==> config.mk <==
export PLATFORM = sky130hd
export DESIGN_NAME = csr_rmw_unit
export DESIGN_NICKNAME = d
export VERILOG_FILES = /design/src/rtl/csr_pkg.sv /design/src/rtl/csr_alu.sv /design/src/rtl/csr_rmw_unit.sv
export SDC_FILE = /design/constraint.sdc
export NUM_CORES = 1
export LEC_CHECK = 0
export BUFFER_PORTS_ARGS = -buffer_cell sky130_fd_sc_hd__buf_2
export CORE_MARGIN = 3
export CORE_UTILIZATION = 55
export CTS_BUF_LIST = sky130_fd_sc_hd__clkbuf_8
export DETAILED_ROUTE_END_ITERATION = 6
export GPL_ROUTABILITY_DRIVEN = 0
export GPL_TIMING_DRIVEN = 0
export PLACE_DENSITY = 0.87
export SYNTH_ARGS = -nofsm -noshare
export SYNTH_HDL_FRONTEND = slang
export SYNTH_SLANG_ARGS = --single-unit
==> constraint.sdc <==
create_clock -name clk_i -period 6.69 [get_ports clk_i]
set_input_delay 0.3345 -clock clk_i [delete_from_list [all_inputs] [get_ports clk_i]]
set_output_delay 0.3345 -clock clk_i [all_outputs]
set_load 0.005 [all_outputs]
==> src/rtl/csr_pkg.sv <==
// csr_pkg: shared types and constants for the CSR read-modify-write unit.
//   fu_op_t      - functional-unit operator; CSR ops use their funct3 encodings,
//                  the two remaining codes stand for non-CSR operators.
//   csr_state_e  - sequencing states of csr_rmw_unit.
//   CSR_RO_PREFIX, ILL_INSTR - read-only address prefix and illegal-instruction cause.
package csr_pkg;

  typedef enum logic [2:0] {
    FU_NONE  = 3'b000,
    CSRRW    = 3'b001,
    CSRRS    = 3'b010,
    CSRRC    = 3'b011,
    FU_OTHER = 3'b100,
    CSRRWI   = 3'b101,
    CSRRSI   = 3'b110,
    CSRRCI   = 3'b111
  } fu_op_t;

  typedef enum logic [2:0] {
    IDLE,
    RD_REQ,
    RD_WAIT,
    WR,
    WB,
    DRAIN
  } csr_state_e;

  localparam logic [1:0]  CSR_RO_PREFIX = 2'b11;
  localparam int unsigned ILL_INSTR     = 2;

  // funct3[1:0] == 0 is not a CSR operation.
  function automatic logic is_csr_op(input fu_op_t op);
    return op[1:0] != 2'b00;
  endfunction

  // funct3[2] selects the zimm (immediate) forms.
  function automatic logic is_imm_op(input fu_op_t op);
    return op[2];
  endfunction

  function automatic logic is_rw_op(input fu_op_t op);
    return op[1:0] == 2'b01;
  endfunction

endpackage

==> src/rtl/csr_alu.sv <==
// csr_alu: combinational new-value computation and side-effect qualifiers.
//   op_i       - CSR operator
//   operand_i  - rs1 value or zero-extended zimm
//   old_i      - current CSR value
//   rs1_idx_i  - rs1 index / zimm (zero suppresses the write for set/clear forms)
//   rd_idx_i   - destination index (x0 suppresses the read for write forms)
//   new_o      - value to write back
//   wr_en_o    - write side effect required
//   rd_en_o    - read side effect required
module csr_alu
  import csr_pkg::*;
#(
  parameter int unsigned XLEN = 32
) (
  input  fu_op_t          op_i,
  input  logic [XLEN-1:0] operand_i,
  input  logic [XLEN-1:0] old_i,
  input  logic [4:0]      rs1_idx_i,
  input  logic [4:0]      rd_idx_i,
  output logic [XLEN-1:0] new_o,
  output logic            wr_en_o,
  output logic            rd_en_o
);

  always_comb begin
    new_o = old_i;
    unique case (op_i[1:0])
      2'b01:   new_o = operand_i;
      2'b10:   new_o = old_i | operand_i;
      2'b11:   new_o = old_i & ~operand_i;
      default: new_o = old_i;
    endcase
  end

  assign wr_en_o = is_rw_op(op_i) || (rs1_idx_i != 5'd0);
  assign rd_en_o = !is_rw_op(op_i) || (rd_idx_i != 5'd0);

endmodule

==> src/rtl/csr_rmw_unit.sv <==
// csr_rmw_unit: multi-cycle Zicsr execute unit between issue and the CSR file.
//   clk_i, rst_ni                 - clock, async active-low reset
//   valid_i / ready_o             - op handshake (ready only in IDLE)
//   operator_i, csr_addr_i,
//   rs1_data_i, rs1_idx_i, rd_idx_i - op fields
//   flush_i                       - pipeline kill
//   csr_addr_o, csr_read_o        - CSR file read request
//   csr_rvalid_i, csr_rerr_i,
//   csr_rdata_i                   - CSR file read response
//   csr_write_o, csr_wdata_o      - CSR file write strobe
//   wb_valid_o, wb_data_o,
//   ex_valid_o, ex_cause_o        - completion and exception
//
// state   | meaning
// IDLE    | ready for a new op
// RD_REQ  | read request pulse on csr_read_o
// RD_WAIT | waiting for csr_rvalid_i
// WR      | write strobe slot (strobe only if the op writes)
// WB      | completion pulse on wb_valid_o
// DRAIN   | flushed with a read outstanding; swallow its response
module csr_rmw_unit
  import csr_pkg::*;
#(
  parameter int unsigned XLEN      = 32,
  parameter int unsigned CSR_AW    = 12,
  parameter int unsigned ILL_CAUSE = ILL_INSTR
) (
  input  logic              clk_i,
  input  logic              rst_ni,
  input  logic              valid_i,
  output logic              ready_o,
  input  fu_op_t            operator_i,
  input  logic [CSR_AW-1:0] csr_addr_i,
  input  logic [XLEN-1:0]   rs1_data_i,
  input  logic [4:0]        rs1_idx_i,
  input  logic [4:0]        rd_idx_i,
  input  logic              flush_i,
  output logic [CSR_AW-1:0] csr_addr_o,
  output logic              csr_read_o,
  input  logic              csr_rvalid_i,
  input  logic              csr_rerr_i,
  input  logic [XLEN-1:0]   csr_rdata_i,
  output logic              csr_write_o,
  output logic [XLEN-1:0]   csr_wdata_o,
  output logic              wb_valid_o,
  output logic [XLEN-1:0]   wb_data_o,
  output logic              ex_valid_o,
  output logic [XLEN-1:0]   ex_cause_o
);

  csr_state_e        state_q, state_d;
  fu_op_t            op_q, op_d, alu_op;
  logic [XLEN-1:0]   operand_q, operand_d, operand_in;
  logic [XLEN-1:0]   old_q, old_d;
  logic              wr_en_q, wr_en_d;
  logic [CSR_AW-1:0] addr_q, addr_d;
  logic              ready_q, ready_d, read_q, read_d, write_q, write_d;
  logic [XLEN-1:0]   wdata_q, wdata_d, wb_data_q, wb_data_d, ex_cause_q, ex_cause_d;
  logic              wb_valid_q, wb_valid_d, ex_valid_q, ex_valid_d;
  logic [XLEN-1:0]   alu_new;
  logic              alu_wr_en, alu_rd_en;

  assign operand_in = is_imm_op(operator_i) ? {{(XLEN-5){1'b0}}, rs1_idx_i} : rs1_data_i;

  // In IDLE the ALU qualifies the incoming op; afterwards it computes the new value.
  assign alu_op = (state_q == IDLE) ? operator_i : op_q;

  csr_alu #(.XLEN(XLEN)) u_alu (
    .op_i      (alu_op),
    .operand_i (operand_q),
    .old_i     (csr_rdata_i),
    .rs1_idx_i (rs1_idx_i),
    .rd_idx_i  (rd_idx_i),
    .new_o     (alu_new),
    .wr_en_o   (alu_wr_en),
    .rd_en_o   (alu_rd_en)
  );

  always_comb begin
    state_d    = state_q;
    op_d       = op_q;
    operand_d  = operand_q;
    old_d      = old_q;
    wr_en_d    = wr_en_q;
    addr_d     = addr_q;
    read_d     = 1'b0;
    write_d    = 1'b0;
    wdata_d    = wdata_q;
    wb_valid_d = 1'b0;
    wb_data_d  = '0;
    ex_valid_d = 1'b0;
    ex_cause_d = '0;
    unique case (state_q)
      IDLE: begin
        if (!flush_i && valid_i && is_csr_op(operator_i)) begin
          op_d      = operator_i;
          operand_d = operand_in;
          old_d     = '0;
          wr_en_d   = alu_wr_en;
          addr_d    = csr_addr_i;
          if (alu_wr_en && (csr_addr_i[11:10] == CSR_RO_PREFIX)) begin
            state_d    = WB;
            wb_valid_d = 1'b1;
            ex_valid_d = 1'b1;
            ex_cause_d = XLEN'(ILL_CAUSE);
          end else if (!alu_rd_en) begin
            // Only RW forms skip the read, so the new value is the operand itself.
            state_d = WR;
            write_d = 1'b1;
            wdata_d = operand_in;
          end else begin
            state_d = RD_REQ;
            read_d  = 1'b1;
          end
        end
      end
      RD_REQ: state_d = flush_i ? DRAIN : RD_WAIT;
      RD_WAIT: begin
        if (csr_rvalid_i) begin
          // A flush coinciding with the response has nothing left to drain.
          if (flush_i) begin
            state_d = IDLE;
          end else if (csr_rerr_i) begin
            state_d    = WB;
            wb_valid_d = 1'b1;
            ex_valid_d = 1'b1;
            ex_cause_d = XLEN'(ILL_CAUSE);
          end else begin
            state_d = WR;
            old_d   = csr_rdata_i;
            write_d = wr_en_q;
            if (wr_en_q) wdata_d = alu_new;
          end
        end else if (flush_i) begin
          state_d = DRAIN;
        end
      end
      WR: begin
        if (flush_i) begin
          state_d = IDLE;
        end else begin
          state_d    = WB;
          wb_valid_d = 1'b1;
          wb_data_d  = old_q;
        end
      end
      WB:      state_d = IDLE;
      DRAIN:   if (csr_rvalid_i) state_d = IDLE;
      default: state_d = IDLE;
    endcase
    ready_d = (state_d == IDLE);
  end

  always_ff @(posedge clk_i or negedge rst_ni) begin
    if (!rst_ni) begin
      state_q    <= IDLE;
      op_q       <= FU_NONE;
      operand_q  <= '0;
      old_q      <= '0;
      wr_en_q    <= 1'b0;
      addr_q     <= '0;
      ready_q    <= 1'b1;
      read_q     <= 1'b0;
      write_q    <= 1'b0;
      wdata_q    <= '0;
      wb_valid_q <= 1'b0;
      wb_data_q  <= '0;
      ex_valid_q <= 1'b0;
      ex_cause_q <= '0;
    end else begin
      state_q    <= state_d;
      op_q       <= op_d;
      operand_q  <= operand_d;
      old_q      <= old_d;
      wr_en_q    <= wr_en_d;
      addr_q     <= addr_d;
      ready_q    <= ready_d;
      read_q     <= read_d;
      write_q    <= write_d;
      wdata_q    <= wdata_d;
      wb_valid_q <= wb_valid_d;
      wb_data_q  <= wb_data_d;
      ex_valid_q <= ex_valid_d;
      ex_cause_q <= ex_cause_d;
    end
  end

  assign ready_o     = ready_q;
  assign csr_addr_o  = addr_q;
  assign csr_read_o  = read_q;
  assign csr_write_o = write_q;
  assign csr_wdata_o = wdata_q;
  assign wb_valid_o  = wb_valid_q;
  assign wb_data_o   = wb_data_q;
  assign ex_valid_o  = ex_valid_q;
  assign ex_cause_o  = ex_cause_q;

endmodule

==> results.toml <==
[sta]
finalMaxSlewViolations = 0
setup_violations = 0
period_share_pct = 38.2
slew_headroom_pct = 48.2
fmax_mhz = 392
final.setup.tns_ns = 0
rsz0062_at_grt = "false"
fin_worst_skew_ns = 0.00931
tightestPinTransition_ns = 0.775
final.min_clock_period_ns = 2.55
hold_viol = 0

[placement]
dp_hpwl_um = 12900
portBuffers = 175
dp.cells = 1062

[clock_tree]
path_clk_slew_ns = 0.08
cts_buffers = 17
worst_skew_pair.late_latency_ns = 0.44
postCtsSetupBuffers = 0
htreeDepth = 4
clockBufferDepth = 2
cts_tree = "done"
clock_sinks = 151
cts_root_buf = "clkbuf_8"

[yosys]
yosys-top-cells-area = "dfrtp_1, nand2_1, o21ai_0"
yosysSeqAreaShare_pct = 54.1
synth_flop_cell = "dfrtp_1"
synth_top_area_share_pct = 53.7
ys.warnings.count = 0
synth_edf_count = 0
netlist_area_mm2 = 0.00699
synth.distinct_cells = 40
yosys_register_bits = 151
avgSynthCellArea_um2 = 10.2
syn_inst = 688
async_flop_share_pct = 100
synth_largest_area_cell = "dfrtp_1"

[floorplan]
dieArea_mm2 = 0.0141
die_h_um = 119
coreArea_mm2 = 0.0122
io_pins = 208
initial_core_util_pct = 57.2
die_x_um = 119
rows = 40

[final_layout]
diodes = 0
syn2layout_area_growth_pct = 23.8
final_cell_mix = "buf_2, dfrtp_1, nand2_1"
final_cells = 1093
nets = 1009
mostFrequentLayoutCell = "buf_2"
drive_gt1_share_pct = 29.5

[global_route]
grt_use_total_pct = 24.8
overflow = 0
grt_pass1_vias = 5519
grt_pass1_wl_um = 27500
antenna_found_initial = 0
grt_max_degree = 102

[routing]
drt.antenna.violating_nets = 0
drt_pass1_iterations = 5
finalWirelength_um = 17400
drt-wirelength-per-cell_um = 15.9
vias = 5735
viasPerCell = 5.25
drc = 0
drtIter0Drc = 461

[outcome]
outcome = "finished, final reports clean"

[critical_path]
worstPathRequired_ns = 7.02
cp_slowest_cell = "buf_1"
cp.arrival_ns = 2.89
crit_type = "reg2reg"
path_cells = "clkbuf_1 -> nor3b_1 -> buf_2 -> buf_1 -> mux2i_1 -> mux2_4"
cp_max_fo = 10
end_kind = "flop"
crit_path_start_kind = "flop"
max_stage_delay_ns = 0.62

[job]
cap_viol_max_count = 0

[pwr]
p_leak_uw = 0.00454
p_per_area_mw_per_mm2 = 357
ir_worst_vdd_v = 0.000154
p_total_uw = 3090

[worst_hold_path]
hp-class = "in2reg"
-- area by class of cell --
cell class,count,area [um^2]
Fill cell,950,3560
Sequential cell,151,3780
Timing Repair Buffer,177,920
Multi-Input combinational cell,481,2840
Clock buffer,19,262
Tap cell,168,210
Clock inverter,11,158
Buffer,77,445
Inverter,9,33.8
-- logic make-up after synthesis --
logic type      synth area share, %
buf+inv                        6.86
compound gates                 12.0
other cells                  0.0536
flops                          54.1
simple gates                   15.9
xor+xnor                      0.251
mux                            10.9
-- worst paths after layout --
check | from | end | slack, ns | cells after the start
worst max-delay path | state_q[0] | csr_wdata_o[14] | 4.14 | 6
worst min-delay path | csr_addr_i[3] | csr_addr_o[3] | 0.08 | 3
worst max register to register | state_q[0] | csr_wdata_o[14] | 4.14 | 6
worst min register to register | old_q[26] | old_q[26] | 0.47 | 2
max in group asynchronous | rst_ni | old_q[11] | 5.48 | 3
min in group asynchronous | rst_ni | csr_addr_o[11] | 0.39 | 2
-- critical path, delay by kind of cell, from the launching register on --
family	cells	cell delay (ns)
buffers and inverters	3	1.16
flip-flops	1	0.37
AND/OR/NAND/NOR	1	0.40
multiplexers	2	0.51
-- timing repair --
item / in CTS / in global routing
endpoints found under the hold margin: 49 / 0
resized for setup: 0 / 0
hold buffers: 1 / 0
-- flip-flops by register name, indices dropped and copies added (netlist names) --
register	cells
csr_addr_o	12
csr_read_o	1
csr_write_o	1
state_q	3
operand_q	32
wr_en_q	1
ready_o	1
ex_cause_o	1
wb_valid_o	1
wb_data_o	32
old_q	32
csr_wdata_o	32
op_q	2
-- power breakdown --
group          internal [uW]  total [uW]  switching (uW)
sequential              1190        1350             160
clock                    417         735             318
combinational            445        1010             563
-- layer usage --
metal  track usage [%]  wire (um)  up-vias  part of all wire, %
met5                 0          0        -                    0
met4              9.92        535        0                  3.1
met3              5.17       1180       46                  6.8
met2              39.5       8230      285                   47
met1              33.2       7440     2700                   43
li1                  -          -     2704                    -
-- metrics by stage --
step           hold slack, ns  instance area, um^2  utilization (%)  worst slack, ns
5_1_grt                0.0547                 8650             70.9             4.00
3_5_place_dp            0.301                 8220             67.3             4.16
3_3_place_gp            0.454                 8190             67.1             3.18
2_1_floorplan          0.0389                 7100                -             4.47
4_1_cts                0.0568                 8650             70.9             4.15
6_report               0.0810                 8650             70.9             4.14
-- synth_stat cells (all sizes together), types with 2 or more instances --
cell    instances
nand2b         31
a21oi          18
mux2i          32
nor3b           3
inv             9
a22oi          27
o211ai          2
nand3           2
a211o           2
nand2         133
clkbuf         34
buf            43
nor2           20
dfrtp         150
nor3            2
nor2b           2
and2           34
o21ai          96
mux2           33
(Power assumes the default switching activity.)
